===== src/rtl/lsu_pkg.sv =====
// Shared types and constants for the load/store bus adapter.
// Latency: n/a (declarations only).
// Backpressure: n/a.
package lsu_pkg;

    // Adapter sequencing states
    typedef enum logic [1:0] {
        IDLE   = 2'd0,
        ACCESS = 2'd1,
        GAP    = 2'd2,
        RESP   = 2'd3
    } state_t;

    // Request size encodings
    localparam logic SIZE_WORD = 1'b0;
    localparam logic SIZE_REG  = 1'b1;

    // Default geometry: register width, bus word width and beats per register
    localparam int LSU_REG_W = 32;
    localparam int LSU_BUS_W = 16;
    localparam int BEATS     = LSU_REG_W / LSU_BUS_W;

endpackage


===== src/rtl/bus_watchdog.sv =====
// Per-beat ack watchdog: counts cycles a beat spends waiting for ack.
// Latency: expired is combinational from the registered count and run.
// Backpressure: none; the caller holds run while the bus stalls.
module bus_watchdog #(
    parameter int TIMEOUT = 255
) (
    input  logic clk,
    input  logic rst,
    input  logic clr,
    input  logic run,
    output logic expired
);

    localparam int CW = $clog2(TIMEOUT + 1);

    logic [CW-1:0] cnt;

    // cnt holds the number of earlier waiting cycles, so the TIMEOUT-th cycle sees TIMEOUT-1
    assign expired = run && (cnt == CW'(TIMEOUT - 1));

    // Count waiting cycles; clear whenever the beat is not active
    always_ff @(posedge clk) begin
        if (rst) begin
            cnt <= '0;
        end else if (clr) begin
            cnt <= '0;
        end else if (run && !expired) begin
            cnt <= cnt + 1'b1;
        end
    end

endmodule


===== src/rtl/lsu_bus_adapter.sv =====
// Splits register-width loads/stores into lo-first bus-word beats with ack watchdog.
// Latency: 3 cycles single word, 2N+1 cycles full register, with immediate ack.
// Backpressure: req_ready only in IDLE; each beat holds stb until ack or timeout.
module lsu_bus_adapter
    import lsu_pkg::*;
#(
    parameter int REG_W   = LSU_REG_W,
    parameter int BUS_W   = LSU_BUS_W,
    parameter int ADDR_W  = 16,
    parameter int TIMEOUT = 255
) (
    input  logic              sys_clk,
    input  logic              sys_rst,
    input  logic              req_valid,
    output logic              req_ready,
    input  logic              req_we,
    input  logic              req_size,
    input  logic              req_sext,
    input  logic [ADDR_W-1:0] req_addr,
    input  logic [REG_W-1:0]  req_wdata,
    output logic              resp_valid,
    output logic              resp_err,
    output logic [REG_W-1:0]  resp_rdata,
    output logic [ADDR_W-1:0] data_addr_o,
    output logic [BUS_W-1:0]  data_data_o,
    input  logic [BUS_W-1:0]  data_data_i,
    output logic              data_stb_o,
    output logic              data_we_o,
    input  logic              data_ack_i
);

    localparam int N  = REG_W / BUS_W;
    localparam int BW = (N > 1) ? $clog2(N) : 1;

    state_t            state;
    logic              we_q;
    logic              size_q;
    logic              sext_q;
    logic [ADDR_W-1:0] addr_q;
    logic [REG_W-1:0]  wdata_q;
    logic [BW-1:0]     beat_q;
    logic [BUS_W-1:0]  rd_q [N];

    logic              wd_clr;
    logic              wd_run;
    logic              wd_expired;
    logic              last_beat;
    logic [REG_W-1:0]  load_result;

    assign req_ready = (state == IDLE) && !sys_rst;
    assign wd_run    = (state == ACCESS);
    assign wd_clr    = (state != ACCESS);
    assign last_beat = (size_q == SIZE_WORD) ? (beat_q == '0) : (beat_q == BW'(N - 1));

    bus_watchdog #(
        .TIMEOUT (TIMEOUT)
    ) u_watchdog (
        .clk     (sys_clk),
        .rst     (sys_rst),
        .clr     (wd_clr),
        .run     (wd_run),
        .expired (wd_expired)
    );

    // Final load value: the word arriving this cycle merged with earlier captured beats
    always_comb begin
        load_result = '0;
        if (!we_q) begin
            if (size_q == SIZE_REG) begin
                for (int i = 0; i < N; i++) begin
                    load_result[i*BUS_W +: BUS_W] = (BW'(i) == beat_q) ? data_data_i : rd_q[i];
                end
            end else if (sext_q) begin
                load_result = {{(REG_W-BUS_W){data_data_i[BUS_W-1]}}, data_data_i};
            end else begin
                load_result = {{(REG_W-BUS_W){1'b0}}, data_data_i};
            end
        end
    end

    // Transaction FSM; all bus and response outputs are registered here
    always_ff @(posedge sys_clk) begin
        if (sys_rst) begin
            state       <= IDLE;
            we_q        <= 1'b0;
            size_q      <= 1'b0;
            sext_q      <= 1'b0;
            addr_q      <= '0;
            wdata_q     <= '0;
            beat_q      <= '0;
            data_stb_o  <= 1'b0;
            data_we_o   <= 1'b0;
            data_addr_o <= '0;
            data_data_o <= '0;
            resp_valid  <= 1'b0;
            resp_err    <= 1'b0;
            resp_rdata  <= '0;
            for (int i = 0; i < N; i++) begin
                rd_q[i] <= '0;
            end
        end else begin
            case (state)
                IDLE: begin
                    resp_valid <= 1'b0;
                    resp_err   <= 1'b0;
                    if (req_valid) begin
                        we_q        <= req_we;
                        size_q      <= req_size;
                        sext_q      <= req_sext;
                        addr_q      <= req_addr;
                        wdata_q     <= req_wdata;
                        beat_q      <= '0;
                        data_stb_o  <= 1'b1;
                        data_we_o   <= req_we;
                        data_addr_o <= req_addr;
                        data_data_o <= req_wdata[BUS_W-1:0];
                        state       <= ACCESS;
                    end
                end
                ACCESS: begin
                    // An ack coinciding with watchdog expiry takes priority
                    if (data_ack_i) begin
                        if (!we_q) begin
                            rd_q[beat_q] <= data_data_i;
                        end
                        data_stb_o <= 1'b0;
                        data_we_o  <= 1'b0;
                        if (last_beat) begin
                            resp_valid <= 1'b1;
                            resp_err   <= 1'b0;
                            resp_rdata <= load_result;
                            state      <= RESP;
                        end else begin
                            beat_q <= beat_q + 1'b1;
                            state  <= GAP;
                        end
                    end else if (wd_expired) begin
                        data_stb_o <= 1'b0;
                        data_we_o  <= 1'b0;
                        resp_valid <= 1'b1;
                        resp_err   <= 1'b1;
                        resp_rdata <= '0;
                        state      <= RESP;
                    end
                end
                GAP: begin
                    // Re-raise stb so every beat gets its own rising edge
                    data_stb_o  <= 1'b1;
                    data_we_o   <= we_q;
                    data_addr_o <= addr_q + ADDR_W'(beat_q);
                    data_data_o <= wdata_q[int'(beat_q)*BUS_W +: BUS_W];
                    state       <= ACCESS;
                end
                RESP: begin
                    resp_valid <= 1'b0;
                    resp_err   <= 1'b0;
                    state      <= IDLE;
                end
                default: begin
                    state <= IDLE;
                end
            endcase
        end
    end

endmodule


===== config.mk =====
export PLATFORM = sky130hd
export DESIGN_NAME = lsu_bus_adapter
export DESIGN_NICKNAME = d
export VERILOG_FILES = /design/src/rtl/lsu_pkg.sv /design/src/rtl/bus_watchdog.sv /design/src/rtl/lsu_bus_adapter.sv
export SDC_FILE = /design/constraint.sdc
export NUM_CORES = 1
export LEC_CHECK = 0
export ABC_AREA = 1
export BUFFER_PORTS_ARGS = -buffer_cell sky130_fd_sc_hd__buf_2
export CAP_MARGIN = 15
export CORE_ASPECT_RATIO = 1.75
export CORE_MARGIN = 5
export CORE_UTILIZATION = 50
export DETAILED_ROUTE_END_ITERATION = 12
export GPL_TIMING_DRIVEN = 0
export PLACE_DENSITY = 0.76
export SLEW_MARGIN = 5
export SYNTH_ARGS = -nofsm -noshare
export SYNTH_HDL_FRONTEND = slang
export SYNTH_SLANG_ARGS = --single-unit

===== constraint.sdc =====
create_clock -name sys_clk -period 2.2 [get_ports sys_clk]
set_input_delay 0.22 -clock sys_clk [delete_from_list [all_inputs] [get_ports sys_clk]]
set_output_delay 0.22 -clock sys_clk [all_outputs]
set_load 0.01 [all_outputs]

### Word-level counts from Yosys, hierarchy flattened

Memories as Yosys holds them, arrays and structs flattened.
Cells that the tools add are included.
Widths: inputs -> output; s select.

* shift-type cells: 1
* add/subtract/negate cells: 3
* bitwise logic cells: 1
* equality and inequality tests: 11
* reduce and logical (&&, ||, !) cells: 21
* multiplexer cells: 45

Operator list (count)
* $mux 32: 6
* $mux 16: 5
* $pmux 16 s2: 2
* $shiftx 32x6->16: 1
* $mux 1: 23
* $add 16x1->16: 1
* $reduce_or 16->1: 1
* $reduce_and 3->1: 3
* $add 8x1->8 const B: 1
* $eq 8x8->1 const B: 1
* $pmux 2 s4: 1
* $reduce_bool 2->1: 4
* $mux 2: 3
* $ne 2x2->1 const B: 3
* $ne 3x3->1 const B: 2
* $pmux 1 s2: 3
* $pmux 1 s3: 2
* $reduce_and 2->1: 3
* $eq 2x2->1 const B: 2
* $ne 2x1->1 const B: 2
* $reduce_and 4->1: 1
* $reduce_or 2->1: 2
* $logic_and 1x1->1: 3
* $reduce_bool 3->1: 1
* other kinds (5): 6

* memories kept: 1
* output and inout bits: 69
* bits of input ports: 71
* bits in registers: 130
* logic and storage cells: 98
* bits in writable memories: 32

Memory list
* rd_q: depth 2, bits a word 16, rd ports 2, clocked after Yosys merged registers in 0, wr ports 2, line lsu_bus_adapter.sv:42 `logic [BUS_W-1:0] rd_q [N];`

### Logic depth before layout (Yosys ltp)

Gate-level depths: netlist of run 1.

* depth in word-level cells: 7
* gate-level depth with buffers: 12
* gate-level depth less buffers: 11

### By module

Synthesis of run 1 repeated with hierarchy kept, for this count alone.

* cells, all modules: 919
* area, all modules: 7288.2 µm²

By module, submodules not included
* lsu_bus_adapter: times used 1, cells an instance 849, seq. area each 3403.3 µm², area an instance 6806.5 µm²
* bus_watchdog: times used 1, cells an instance 70, seq. area each 160.2 µm², area an instance 481.7 µm²

### Least setup slack after synthesis of run 1

Ideal clock, no wire load.

* path type: reg2reg
* start point: register state[1]
* end point: memory rd_q[0][0] in the netlist's numbering (enable)
* required time: 1.828 ns
* buffers on the path: 1
* stages on the path, launching flop included: 10
* library setup time: 0.372 ns
* clock period less this slack: 2.172 ns
* arrival: 1.801 ns
* setup slack: 0.028 ns
* cell sequence: dfxtp_1 inv_1 ha_1 inv_1 nor2_1 inv_1 nor2_1 nand2_2 buf_6 nand2_1

RTL lines
* start: declaration: line lsu_bus_adapter.sv:35 `state_t state;`
* start signal: assignment: line lsu_bus_adapter.sv:84 `state <= IDLE;`
* start signal: assignment: line lsu_bus_adapter.sv:117 `state <= ACCESS;`
* start signal: assignment: line lsu_bus_adapter.sv:132 `state <= RESP;`
* end: declaration: line lsu_bus_adapter.sv:42

### Worst setup path after layout of run 1

* start point: register state[0]
* end point: register data_data_o[4]

* longest elaborated chain between the ends: 3
* elaborated cells on any way between the ends: 6
* classes of those cells: eq/ne (2); mux (1); reduce/logical (3)

RTL lines
* $eq 2x2->1 / $logic_not 2->1 (equally long branches): line lsu_bus_adapter.sv:102 `case (state)`
* $reduce_bool 2->1 (no source line) / $ne 2x2->1 (equally long branches)
* $reduce_and 2->1 (no source line)
* end signal: assignment: line lsu_bus_adapter.sv:116 `data_data_o <= req_wdata[BUS_W-1:0];`
* end signal: assignment: line lsu_bus_adapter.sv:151 `data_data_o <= wdata_q[int'(beat_q)*BUS_W +: BUS_W];`
* end: declaration: line lsu_bus_adapter.sv:25 `output logic [BUS_W-1:0] data_data_o,`

Several ways; a longest one is shown, not always the timed one.
A chain may end at the register's enable or synchronous reset.

==> results.py, run 1 <==
metrics = {
    "outcome": {
        "outcome": "completed",
    },
    "timing": {
        "final-setup-viol-count": 0,
        "max_freq_mhz": 486.2,
        "max_slew_margin": 0.4798,
        "worst_slew_pin_slew_ns": 0.7803,
        "fin_setup_tns_ns": 0,
        "min_period_ns": 2.057,
        "skew_ns": 0.01360,
        "holdWs_ns": 0.03628,
        "drv_slew": 0,
        "finalCritPeriodShare": 0.9349,
        "finalHoldViolations": 0,
    },
    "critical_path": {
        "crit-reg2reg-capture": "data_data_o[4]",
        "r2r-start": "state[0]",
        "end_kind": "flop",
        "cp.arrival_ns": 2.36,
        "regToRegSetupSlack_ns": 0.14,
        "cp_max_fo": 10,
        "reg2reg_depth": 9,
        "cp.required_ns": 2.51,
        "crit_path_start_kind": "flop",
        "worstSetupPathType": "reg2reg",
    },
    "synth": {
        "ys_warn_count": 0,
        "synth_mux_area_frac": 0,
        "synth_simple_gate_area_frac": 0.1922,
        "async_flop_share": 0,
        "synthCells": 963,
        "syn_area_per_cell_um2": 7.612,
        "synthAdderAreaFrac": 0.01707,
        "synth_ff_type": "dfxtp_1",
        "synth_edf_count": 32,
        "synth_top_family_by_area": "compound AO/OA/AOI/OAI gates",
        "ys_ff_latch": 162,
        "synth_area_um2": 7331,
        "synth_compound_area_frac": 0.2152,
        "ys_seq_area_frac": 0.4861,
        "synth-xor-area-share": 0.01195,
        "syn_nets": 1044,
        "synthDistinctLibCells": 33,
    },
    "layout": {
        "final_cells": 1313,
        "final_cell_mix": "178 x nor2_1, 155 x o21ai_0, 149 x buf_2",
        "fin_nets": 1201,
        "final_common_cell": "nor2_1",
        "diodes": 0,
        "area_delta_synth_final_pct": 21.49,
        "drive_gt1_frac": 0.2012,
        "final_core_util": 0.6198,
    },
    "floorplan": {
        "core-area_um2": 14370,
        "start_util": 0.5102,
        "ioPinCount": 140,
        "die_h_um": 170.2,
        "die_w_um": 101.5,
        "dieArea_um2": 17280,
        "num_rows": 58,
    },
    "place": {
        "portBuffers": 138,
        "placed_cells": 1281,
        "globalplace.congestion": 0.9392,
        "hpwl_um": 15710,
    },
    "clocking": {
        "clk_pin_slew_ns": 0.07,
        "ctsHtreeMaxLevel": 4,
        "numCtsBuffers": 17,
        "tritoncts": "built",
        "post-cts-setup-buffers": 0,
        "cts_sinks": 162,
        "cts_hold_buf": 0,
        "root_buffer": "clkbuf_16",
        "clk_latency_ns": 0.43,
        "cts_buffer_depth": 2,
    },
    "global_route": {
        "overflow": 0,
        "antenna_found_initial": 0,
        "grt_pass1_wl_um": 32720,
        "track_usage": 0.2419,
        "grt_max_degree": 17,
        "grt_pass1_vias": 6830,
    },
    "worst_hold_path": {
        "hold_class": "in2reg",
        "hold_depth": 3,
        "holdPathEnd": "wdata_q[27]",
        "min_from": "req_wdata[27]",
    },
    "drt": {
        "dr_total_vias": 7058,
        "wl_per_cell_um": 15.87,
        "drc_errors": 0,
        "dr.pass1.iters": 5,
        "finalWirelength_um": 20840,
        "drt_iter0_markers": 328,
        "ant_nets": 0,
        "viasPerCell": 5.375,
    },
    "pwr": {
        "finalPower_w": 0.01019,
        "leakagePower_nw": 3.813,
        "power_density_nw_per_um2": 1144,
        "ir_drop_mv": 0.8083,
    },
    "job": {
        "max_cap_violations": 0,
    },
}
==> worst max-delay path by stage <==
stage | from | to | slack [ns] | depth (start not counted)
2_1_floorplan | state[1] | rd_q[0][0] | 0.03 | 9
3_3_place_gp | state[1] | rd_q[0][6] | -0.46 | 9
3_5_place_dp | state[0] | rd_q[0][6] | -0.53 | 8
4_1_cts | state[1] | rd_q[0][3] | 0.02 | 9
5_1_grt | state[1] | rd_q[1][1] | -0.01 | 9
6_report | state[0] | data_data_o[4] | 0.14 | 9
==> synthesized netlist by cell type, types with 5 or more instances <==
cell type,number,area [um2]
a211oi_1,11,82.58
a21oi_1,113,565.5
a21oi_2,6,52.55
buf_2,12,60.06
clkbuf_1,36,135.1
dfxtp_1,130,2603
edfxtp_1,32,960.9
ha_1,10,125.1
inv_1,64,240.2
inv_2,5,18.77
nand2_1,123,461.7
nand2_2,12,75.07
nand3_1,24,120.1
nor2_1,180,675.7
o21a_1,8,60.06
o21ai_0,155,775.7
xnor2_1,5,43.79
xor2_1,5,43.79
==> state kept, by name, indices dropped and copies added (netlist names) <==
name,cells
size_q,1
wdata_q,32
data_addr_o,16
state,2
we_q,1
data_stb_o,1
rd_q,32
sext_q,1
resp_valid,1
resp_err,1
u_watchdog.cnt,8
beat_q,1
data_data_o,16
data_we_o,1
addr_q,16
resp_rdata,32
==> worst max-delay path: stages (launching register included) <==
cell and delay [ns]:
dfxtp_2 0.35, inv_1 0.10, ha_1 0.30, inv_2 0.15, o21ai_4 0.28, inv_2 0.06
buf_2 0.20, clkbuf_4 0.23, a21oi_1 0.17, a21oi_1 0.10
==> area by class of cell <==
| class | instances | area (um2) |
|---|---|---|
| flip-flops and latches | 162 | 3565 |
| clock inverters | 13 | 156.4 |
| fillers | 1336 | 5463 |
| repair buffers | 138 | 690.7 |
| plain buffers | 59 | 295.3 |
| well taps | 180 | 225.2 |
| multi-input cells | 669 | 3241 |
| clock buffers | 19 | 454.2 |
| inverters | 73 | 279.0 |
==> layer usage <==
metal | track usage | share of wire | vias up
met5 | 0 | 0 | -
met4 | 0.1209 | 0.037 | 0
met3 | 0.04512 | 0.055 | 55
met2 | 0.4524 | 0.54 | 253
met1 | 0.2502 | 0.36 | 3256
li1 | - | - | 3494
==> cell families after synthesis <==
| group | after synthesis |
|---|---|
| flip-flops | 162 |
| buffers and inverters | 132 |
| AND/OR/NAND/NOR | 349 |
| AO/OA/AOI/OAI | 300 |
| adder cells (fa/ha/maj) | 10 |
| XOR/XNOR | 10 |
==> power breakdown <==
group	total, W	switching [W]	internal, W
clock network	0.00308	0.00130	0.00178
logic	0.00317	0.00210	0.00107
registers	0.00394	0.000313	0.00363
total	0.0102	0.00371	0.00648
==> repair_timing <==
action	CTS	global route
pin swaps	0	0
gates resized for setup	10	7
hold endpoints to repair	0	0
setup endpoints to repair	48	57
==> through the flow <==
stage               cell area, um2  worst slack [ns]
floorplan                     7331           0.02778
global placement              8247           -0.4625
detailed placement            8247           -0.5259
CTS                           8881           0.01701
global route                  8906          -0.01068
finish                        8906            0.1432
Note: power is estimated with default switching activity, not from simulation.
==> run 2: changes to the inputs <==
--- a/config.mk
+++ b/config.mk
@@ -10,10 +10,10 @@
 export CAP_MARGIN = 15
 export CORE_ASPECT_RATIO = 1.75
 export CORE_MARGIN = 5
-export CORE_UTILIZATION = 50
+export CORE_UTILIZATION = 55
 export DETAILED_ROUTE_END_ITERATION = 12
 export GPL_TIMING_DRIVEN = 0
-export PLACE_DENSITY = 0.76
+export PLACE_DENSITY = 0.8
 export SLEW_MARGIN = 5
 export SYNTH_ARGS = -nofsm -noshare
 export SYNTH_HDL_FRONTEND = slang
==> constraint.sdc (replaced) <==
create_clock -name sys_clk -period 2.1 [get_ports sys_clk]
set_input_delay 0.21 -clock sys_clk [delete_from_list [all_inputs] [get_ports sys_clk]]
set_output_delay 0.21 -clock sys_clk [all_outputs]
set_load 0.01 [all_outputs]
==> run 2 against run 1 <==
  * Die area is 8.4% lower
  * Critical path depth is the same
  * Power rose by 3.2%
  * First-iteration DRC count fell by 0.30%
  * Setup slack got worse by 0.083 ns
  * Routed wire length shrank 1.7%
  * Clock power shrank 2%
  * Cell count fell by 0.53%
  * Flip-flop and latch count did not move
  * Via count decreased by 0.74%
==> results.py, run 2 (synthesized netlist as in run 1, its figures left out) <==
metrics = {
    "floorplan": {
        "num_rows": 55,
        "ioPinCount": 140,
        "start_util": 0.5636,
        "die_w_um": 97.27,
        "dieArea_um2": 15830,
        "die_h_um": 162.7,
        "core-area_um2": 13010,
    },
    "timing": {
        "holdWs_ns": 0.03091,
        "max_slew_margin": 0.4556,
        "drv_slew": 0,
        "finalCritPeriodShare": 0.9716,
        "rsz0062_at_grt": "yes",
        "worst_slew_pin_slew_ns": 0.8165,
        "fin_setup_tns_ns": 0,
        "finalHoldViolations": 0,
        "max_freq_mhz": 490.1,
        "min_period_ns": 2.040,
        "final-setup-viol-count": 0,
        "fin_ws_ns": 0.05967,
        "skew_ns": 0.01029,
    },
    "pwr": {
        "ir_drop_mv": 0.7706,
        "leakagePower_nw": 3.808,
        "power_density_nw_per_um2": 1182,
    },
    "clocking": {
        "cts_buffer_depth": 2,
        "numCtsBuffers": 17,
        "tritoncts": "built",
        "clk_pin_slew_ns": 0.07,
        "cts_sinks": 162,
        "ctsHtreeMaxLevel": 4,
        "clk_latency_ns": 0.42,
        "root_buffer": "clkbuf_16",
    },
    "place": {
        "placed_cells": 1272,
        "globalplace.congestion": 0.9262,
        "portBuffers": 138,
        "hpwl_um": 15480,
        "pre_cts_ws_ns": -0.3615,
        "placed_cell_area_um2": 8240,
    },
    "drt": {
        "ant_nets": 0,
        "viasPerCell": 5.364,
        "drc_errors": 0,
        "wl_per_cell_um": 15.69,
        "dr.pass1.iters": 5,
        "drt_iter0_markers": 327,
        "dr_total_vias": 7006,
        "finalWirelength_um": 20490,
    },
    "global_route": {
        "track_usage": 0.2565,
        "grt_pass1_wl_um": 32800,
        "antenna_found_initial": 0,
        "overflow": 0,
        "grt_pass1_vias": 6837,
        "grt_max_degree": 17,
    },
    "critical_path": {
        "path_buf_inv": 4,
        "crit_top_cell": "inv_1",
        "cp.required_ns": 2.22,
        "worstSetupPathType": "reg2reg",
        "worst_path_largest_cell_delay_ns": 0.37,
        "path_delay_family": "simple AND/OR/NAND/NOR gates",
        "cp.arrival_ns": 2.16,
        "end_kind": "flop",
        "crit_path_start_kind": "flop",
        "crit_path_cell_trace": "inv_1, ha_2, inv_1, nor2_2, inv_2, nor2_4, nand2_2, buf_6, nand2_8",
        "cp_max_fo": 16,
        "cp_slowest_cell": "dfxtp_1",
    },
    "layout": {
        "diodes": 0,
        "drive_gt1_frac": 0.2044,
        "final_cell_mix": "178 x nor2_1, 155 x o21ai_0, 148 x buf_2",
        "final_common_cell": "nor2_1",
        "fin_nets": 1203,
        "reg.largest.list": "rd_q (32), resp_rdata (32), wdata_q (32)",
        "final_area_um2": 8891,
        "area_delta_synth_final_pct": 21.28,
        "final_cells": 1306,
    },
    "worst_hold_path": {
        "hold_class": "in2reg",
    },
    "outcome": {
        "outcome": "completed",
    },
    "job": {
        "max_cap_violations": 0,
    },
}
## run 2: cell count changes in the layout (fill, tap and decap cells not counted), sizes merged
cell      delta
clkinvlp     +2
buf          +1
inv          +1
clkinv       -1
bufinv       -1
## run 2: tightest hold or removal path: cells and delay by family
kind | cells | cell delay, ns
buf+inv | 1 | 0.07
compound gates | 1 | 0.07
simple gates | 1 | 0.07
## run 2: repair_timing
action | CTS | global route
hold buffers | 0 | 0
pin swaps | 0 | 1
setup endpoints to repair | 79 | 73
gates resized for setup | 12 | 9
setup buffers | 0 | 2
## run 2: path summary, 6_finish.rpt
kind | start | to | slack, ns | cells after the start
setup / recovery | state[1] | rd_q[1][13] | 0.06 | 9
hold / removal | req_wdata[25] | wdata_q[25] | 0.03 | 3
setup reg to reg | state[1] | rd_q[1][13] | 0.06 | 9
hold reg to reg | wdata_q[16] | wdata_q[16] | 0.45 | 2
## run 2: final cells by class
| type | count | area (um2) |
|---|---|---|
| Timing Repair Buffer | 140 | 705.7 |
| Clock buffer | 18 | 429.2 |
| Buffer | 59 | 300.3 |
| Clock inverter | 14 | 137.6 |
| Sequential cell | 162 | 3563 |
| Inverter | 73 | 279.0 |
| Fill cell | 1116 | 4115 |
| Multi-Input combinational cell | 669 | 3262 |
| Tap cell | 171 | 214.0 |
## run 2: through the flow
step	power, W	util
after floorplan	0.006293	-
after global placement	0.007362	0.6336
after detailed placement	0.007432	0.6336
after CTS	0.01046	0.6797
after global routing	0.01112	0.6836
final	0.01051	0.6836
## run 2: routing by layer
| layer | share of wire | GRT usage | vias to the layer above |
|---|---|---|---|
| met3 | 0.060 | 0.04329 | 59 |
| met2 | 0.54 | 0.4994 | 280 |
| met5 | 0 | 0 | - |
| li1 | - | - | 3511 |
| met1 | 0.36 | 0.2592 | 3156 |
| met4 | 0.038 | 0.1273 | 0 |
## run 2: report_power, final
group	total (W)	switching [W]	internal, W	leakage (nW)
registers	0.00413	0.000326	0.00380	1.40
logic	0.00336	0.00221	0.00115	2.13
clock network	0.00302	0.00135	0.00167	0.276
total	0.0105	0.00389	0.00662	3.81
